--- config.mk ---
export PLATFORM = sky130hd
export DESIGN_NAME = abus_gnt_responder
export DESIGN_NICKNAME = d
export VERILOG_FILES = /design/src/rtl/abus_gnt_responder.sv
export SDC_FILE = /design/constraint.sdc
export NUM_CORES = 1
export LEC_CHECK = 0
export BUFFER_PORTS_ARGS = -buffer_cell sky130_fd_sc_hd__buf_2
export CORE_MARGIN = 3
export CORE_UTILIZATION = 53
export CTS_BUF_LIST = sky130_fd_sc_hd__clkbuf_4
export DETAILED_ROUTE_END_ITERATION = 7
export PLACE_DENSITY = 0.79
export SYNTH_ARGS = -nofsm -noshare
export SYNTH_HDL_FRONTEND = slang
export SYNTH_SLANG_ARGS = --single-unit
--- constraint.sdc ---
create_clock -name clk -period 2.2 [get_ports clk]
set_clock_uncertainty 0.1 [all_clocks]
set_input_delay 0.11 -clock clk [delete_from_list [all_inputs] [get_ports clk]]
set_output_delay 0.11 -clock clk [all_outputs]
set_load 0.05 [all_outputs]
--- src/rtl/abus_gnt_responder.sv ---
// Grant responder for the A-bus. A request is granted with a fixed delay, and
// {b,c} is captured on the grant cycle into a small FIFO that a consumer drains.
module abus_gnt_responder #(
    parameter int GNT_DLY = 2,
    parameter int DEPTH   = 4
) (
    input  logic       clk,
    input  logic       rst_n,
    input  logic       req,
    output logic       gnt,
    input  logic       b,
    input  logic       c,
    input  logic       pop,
    output logic       a,
    output logic [1:0] d_out,
    output logic       d_oe,
    output logic       ovf,
    output logic [7:0] gnt_cnt
);

    localparam int          AW   = $clog2(DEPTH);
    localparam int          CW   = AW + 1;
    localparam logic [1:0]  LOAD = 2'(GNT_DLY - 1);

    typedef enum logic [1:0] {S_IDLE, S_WAIT, S_GRANT, S_HOLD} state_t;

    state_t          r_state;
    logic [1:0]      r_cnt;
    logic            r_gnt;
    logic            r_ovf;
    logic [7:0]      r_gnt_cnt;

    logic [1:0]      r_mem [DEPTH];
    logic [AW-1:0]   r_wptr;
    logic [AW-1:0]   r_rptr;
    logic [CW-1:0]   r_count;

    logic            w_full;
    logic            w_empty;
    logic            w_push;
    logic            w_pop;

    assign w_full  = (r_count == CW'(DEPTH));
    assign w_empty = (r_count == '0);
    // The FSM never enters GRANT while full, so the full guard only matters with a pop.
    assign w_push  = (r_state == S_GRANT) && (!w_full || w_pop);
    assign w_pop   = pop && !w_empty;

    always_ff @(posedge clk or negedge rst_n) begin
        if (!rst_n) begin
            r_state   <= S_IDLE;
            r_cnt     <= '0;
            r_gnt     <= 1'b0;
            r_ovf     <= 1'b0;
            r_gnt_cnt <= '0;
        end else begin
            r_gnt <= 1'b0;
            case (r_state)
                S_IDLE: begin
                    if (req) begin
                        r_state <= S_WAIT;
                        r_cnt   <= LOAD;
                    end
                end
                S_WAIT: begin
                    if (!req) begin
                        r_state <= S_IDLE;
                        r_cnt   <= '0;
                    end else if (r_cnt != 2'd0) begin
                        r_cnt <= r_cnt - 2'd1;
                    end else if (w_full) begin
                        r_ovf <= 1'b1;
                    end else begin
                        r_state <= S_GRANT;
                        r_gnt   <= 1'b1;
                    end
                end
                S_GRANT: begin
                    r_state <= S_HOLD;
                    if (r_gnt_cnt != 8'hFF) r_gnt_cnt <= r_gnt_cnt + 8'd1;
                end
                S_HOLD: begin
                    if (!req) r_state <= S_IDLE;
                end
                default: r_state <= S_IDLE;
            endcase
        end
    end

    always_ff @(posedge clk or negedge rst_n) begin
        if (!rst_n) begin
            r_wptr  <= '0;
            r_rptr  <= '0;
            r_count <= '0;
            for (int i = 0; i < DEPTH; i++) r_mem[i] <= 2'b00;
        end else begin
            if (w_push) begin
                r_mem[r_wptr] <= {b, c};
                r_wptr        <= r_wptr + 1'b1;
            end
            if (w_pop) r_rptr <= r_rptr + 1'b1;
            case ({w_push, w_pop})
                2'b10:   r_count <= r_count + 1'b1;
                2'b01:   r_count <= r_count - 1'b1;
                default: r_count <= r_count;
            endcase
        end
    end

    assign gnt     = r_gnt;
    assign ovf     = r_ovf;
    assign gnt_cnt = r_gnt_cnt;
    assign a       = !w_empty;
    assign d_oe    = !w_empty;
    assign d_out   = w_empty ? 2'b00 : r_mem[r_rptr];

endmodule

==> Yosys cells after proc, flatten, opt, wreduce, memory -nomap -nowiden <==
Cells that the tools add are included.
{ "totals": {"ff_bits": 29, "inputBits": 6, "out_inout_bits": 14, "elab_cells": 72} }
{ "classes": {"addsub": 6, "n_lt_le_gt_ge": 3, "n_eq_ne": 12, "mux": 21, "bitwise_logic": 3, "n_reduce_logical": 15} }
{ "ops": {"columns": ["operator", "count"], "rows": [
  ["2-bit 2-to-1 mux", 11],
  ["3-bit != test (second input constant)", 3],
  ["8-bit by 1-bit adder with 8-bit output (second input constant)", 1],
  ["8-bit bitwise mux", 1],
  ["8-bit != test (second input constant)", 1],
  ["2-bit one-hot mux with 4 select lines", 1],
  ["4-bit AND reduction", 2],
  ["2-bit == test (second input constant)", 3],
  ["3-bit greater-or-equal comparator (second input constant)", 2],
  ["2-bit NOT with 3-bit output", 2],
  ["3-bit one-hot mux with 2 select lines", 1],
  ["2-bit nonzero test", 3],
  ["2-bit by 1-bit adder with 2-bit output (second input constant)", 2],
  ["2-bit binary-select mux with 2-bit select", 1],
  ["2-bit demux with 2-bit select", 1],
  ["2-bit by 1-bit == test with 1-bit output (second input constant)", 2],
  ["1-bit 2-to-1 mux", 4],
  ["2-bit != test (second input constant)", 2],
  ["2-bit one-hot mux with 2 select lines", 1],
  ["3-bit by 1-bit adder with 3-bit output (second input constant)", 1],
  ["3-bit == test (second input constant)", 1],
  ["1-bit logical AND", 3],
  ["3-bit logical NOT", 1],
  ["3-bit by 1-bit < comparator with 1-bit output (second input constant)", 1],
  ["8 further kinds", 9]
]} }

==> Logic depth before layout (Yosys ltp) <==
{ "logic_depth": {"depth_word": 7, "mapped_depth": 8, "depth_no_buf": 7} }

==> Least setup slack after synthesis <==
OpenSTA, ideal clock, no wires.
{ "synth_timing": {"path_type": "reg2reg", "start": "reg r_state[0]", "end": "reg r_count[2]", "setup_ns": 0.121, "arrival_ns": 1.920, "required_time_ns": 1.979, "slack_ns": 0.059, "stages_incl_launch_ff": 9, "synth_period_minus_slack_ns": 2.141, "cell_sequence": "dfrtp_1 clkbuf_1 nor2b_1 nor2_1 inv_1 fa_1 or3_1 a31oi_1 nand2b_1"} }
{ "synth_via": {"elab_chain_cells": 4, "elab_cells_between_ends": 6, "classes_between": "eq/ne (3); mux (1); reduce/logical (2)"} }
{ "synth_rtl": {"columns": ["item", "line", "source"], "rows": [
  ["start: declaration", "27", "state_t r_state;"],
  ["start signal: assignment", "51", "r_state <= S_IDLE;"],
  ["start signal: assignment", "61", "r_state <= S_WAIT;"],
  ["start signal: assignment", "67", "r_state <= S_IDLE;"],
  ["2-bit == test *", "46", "assign w_push = (r_state == S_GRANT) && (!w_full || w_pop);"],
  ["1-bit logical AND *", "46", null],
  ["2-bit by 1-bit == test with 1-bit output / 2-bit == test (equally long branches)", "102", "case ({w_push, w_pop})"],
  ["3-bit one-hot mux with 2 select lines / 2-bit nonzero test (equally long branches)", null, null],
  ["end signal: assignment", "103", "2'b10: r_count <= r_count + 1'b1;"],
  ["end signal: assignment", "104", "2'b01: r_count <= r_count - 1'b1;"],
  ["end signal: assignment", "105", "default: r_count <= r_count;"],
  ["end: declaration", "36", "logic [CW-1:0] r_count;"]
]} }
Mark *: on every way between the ends. The rest lies on a longest branch, timed or not.
A chain may end at the register's enable or synchronous reset.

==> impl_metrics.py <==
metrics = {
    "place": {
        "io_buffers": 19,
        "dp.final_hpwl_um": 1830,
        "pre_cts_slack_ns": 0.0829,
        "gp_congestion": 0.807,
    },
    "synthesis": {
        "ys_warn_count": 0,
        "netlist_area_mm2": 0.00146,
        "syn_nets": 142,
        "yosysSeqAreaShare_pct": 49.6,
        "synth_edf_count": 0,
        "synth_top_area_share_pct": 49.6,
        "yosysTopAreaCell": "dfrtp_1",
        "synth.distinct_cells": 34,
        "synth_flop_cell": "dfrtp_1",
        "synth_seq_cells": 29,
        "syn_area_per_cell_um2": 11.3,
        "syn_inst": 129,
        "post-synth-top-count-cell": "dfrtp_1",
        "synthArstFlopShare_pct": 100,
        "synth_common_cells": "dfrtp_1 (29), inv_1 (10), mux2_2 (9), nand2_1 (9)",
        "ys_top_cells_by_area": "dfrtp_1 (50%), mux2_2 (6.9%), ha_1 (5.1%), xor2_1 (3.6%), mux4_2 (3.1%)",
    },
    "critical_path": {
        "crit_type": "flip-flop to flip-flop",
        "crit_fanout": 4,
        "worstSetupStartpointType": "flip-flop",
        "cp.required_ns": 2.32,
        "rr_worst_depth": 7,
        "worst_setup_path_end_kind": "flip-flop",
        "cpPeakStageDelay_ns": 0.41,
        "crit_chain": "nor2b_1, nor2_1, inv_1, fa_2, or3_1, a31oi_1, nand2b_1",
        "critPathArrivalTime_ns": 2.14,
        "cpMaxStageDelayCell": "dfrtp_1",
    },
    "die": {
        "fp-row-count": 18,
        "die_area_mm2": 0.00343,
        "die_h_um": 58.6,
        "core-area_mm2": 0.00254,
        "num_io_pins": 20,
        "initial_core_util_pct": 57.5,
        "die_w_um": 58.6,
    },
    "timing": {
        "period_needed_ns": 2.03,
        "fin_crit_sh_pct": 92.2,
        "setup-tns-final_ns": 0,
        "hold_slack_ns": 0.0828,
        "final_max_slew_viol_count": 0,
        "max_freq_mhz": 493,
        "fin_ws_ns": 0.172,
        "hold_viol_final": 0,
        "finalSetupViolations": 0,
        "relSlewSlack_pct": 59.2,
        "grt_setup_unrepaired": "false",
        "max_slew.worst_pin.slew_ns": 0.612,
    },
    "global_route": {
        "grt-ovfl-total": 0,
        "grt_pass1_wl_um": 4540,
        "grt_pass1_vias": 1047,
        "grt_max_degree": 30,
        "antenna_found_initial": 0,
        "track_usage_pct": 18.2,
    },
    "drt": {
        "ant_nets": 0,
        "drt_iter0_drc": 23,
        "wire_per_inst_um": 13.3,
        "avgViaCountPerCell": 5.35,
        "vias": 1011,
        "wirelength_um": 2520,
        "drc_errors": 0,
        "dr.pass1.iters": 4,
    },
    "job": {
        "drv_cap": 0,
    },
    "clock_tree": {
        "clkSinkCount": 29,
        "cts_tree": "yes",
        "path_clk_slew_ns": 0.09,
        "cts_buffers": 5,
        "cts_root_buf": "clkbuf_4",
        "clk_latency_ns": 0.33,
        "htree_levels": 2,
        "clk_path_buf_depth": 2,
    },
    "pwr": {
        "p_leak_nw": 0.808,
        "power_density_mw_per_mm2": 1670,
        "vdd_drop_max_mv": 1.35,
        "finalPower_w": 0.00286,
    },
    "final_layout": {
        "n_antenna_cell": 0,
        "layout.nets": 171,
        "regArea_um2": 729,
        "areaGrowthSynthToFinish_pct": 16.8,
        "utilization_pct": 67.2,
        "fill_cells": 206,
        "multi_input_area_um2": 669,
        "drive_gt1_share_pct": 30.2,
    },
    "hold_path": {
        "hold_depth": 4,
        "hold_path.class": "input port to flip-flop",
    },
    "outcome": {
        "status": "completed",
    },
}
[power by group]
part	internal [W]	switching (W)	leakage (nW)	total (W)
logic	0.000555	0.000866	0.410	0.00142
registers	0.000784	0.000233	0.354	0.00102
clock network	0.000249	0.000177	0.0433	0.000426
[per-layer routing]
layer / part of all wire (%) / track usage, % / vias to the layer above
li1: - / - / 494
met1: 45 / 22.4 / 484
met2: 47 / 28.2 / 26
met3: 5.8 / 5.48 / 7
met4: 2.8 / 10.6 / 0
met5: 0 / 0 / -
[repair_timing]
item,in CTS,in global routing
setup buffers,0,1
hold buffers,4,0
gates resized for setup,0,4
endpoints found under the hold margin,40,0
setup endpoints to repair,0,1
[stage by stage]
step	cell area [um2]	cells
3_5_place_dp	1580	176
4_1_cts	1700	188
3_3_place_gp	1580	176
6_report	1710	189
2_1_floorplan	1460	129
5_1_grt	1710	189
[kinds of logic (layout without fill, tap and decap cells)]
group	after synthesis	in the layout	share of synthesized area, %
buffers and inverters	14	44	4.87
AO/OA/AOI/OAI	18	18	8.46
adder cells (fa/ha/maj)	7	7	6.50
XOR/XNOR	11	11	6.58
AND/OR/NAND/NOR	38	38	13.3
multiplexers	12	12	10.7
flip-flops	29	29	49.6
[cell usage in the layout, fill, tap and decap left out, drive strengths merged, types with 5 or more instances in the layout]
cell type,n
o21ai,5
ha,6
clkbuf,6
nor2,6
dfrtp,29
xor2,6
xnor2,5
mux2,9
nand2,10
buf,22
nor2b,6
inv,10
a21oi,6
[flip-flops by register name, summed over array words and instances (netlist names), named ones only]
register,cells
gnt_cnt,8
r_mem,8
r_count,3
r_cnt,2
r_rptr,2
r_wptr,2
gnt,1
ovf,1
r_state,1
[cell type report]
type / instances / share of cell area (%)
well taps: 30 / 2.19
flip-flops and latches: 29 / 42.6
repair buffers: 26 / 9.22
clock inverters: 2 / 1.98
inverters: 10 / 2.19
multi-input cells: 86 / 39.1
clock buffers: 6 / 2.63
[critical path: cells and delay by family, from the launching register on]
family | cells | cell delay [ns]
compound gates | 1 | 0.18
simple gates | 4 | 0.77
flops | 1 | 0.41
buf+inv | 1 | 0.08
fa+ha+maj | 1 | 0.36
[final timing paths]
kind,from,to,slack [ns]
setup / recovery,flip-flop,r_count[2]$_DFFE_PN0P_,0.17
hold / removal,pop,r_count[2]$_DFFE_PN0P_,0.08
setup reg to reg,flip-flop,r_count[2]$_DFFE_PN0P_,0.17
hold reg to reg,ovf$_DFFE_PN0P_,ovf$_DFFE_PN0P_,0.39
max in group asynchronous,rst_n,r_state[0]$_DFFE_PN0P_,1.35
min in group asynchronous,rst_n,r_mem[7]$_DFFE_PN0P_,0.22
Power figures use the tool's default switching activity.
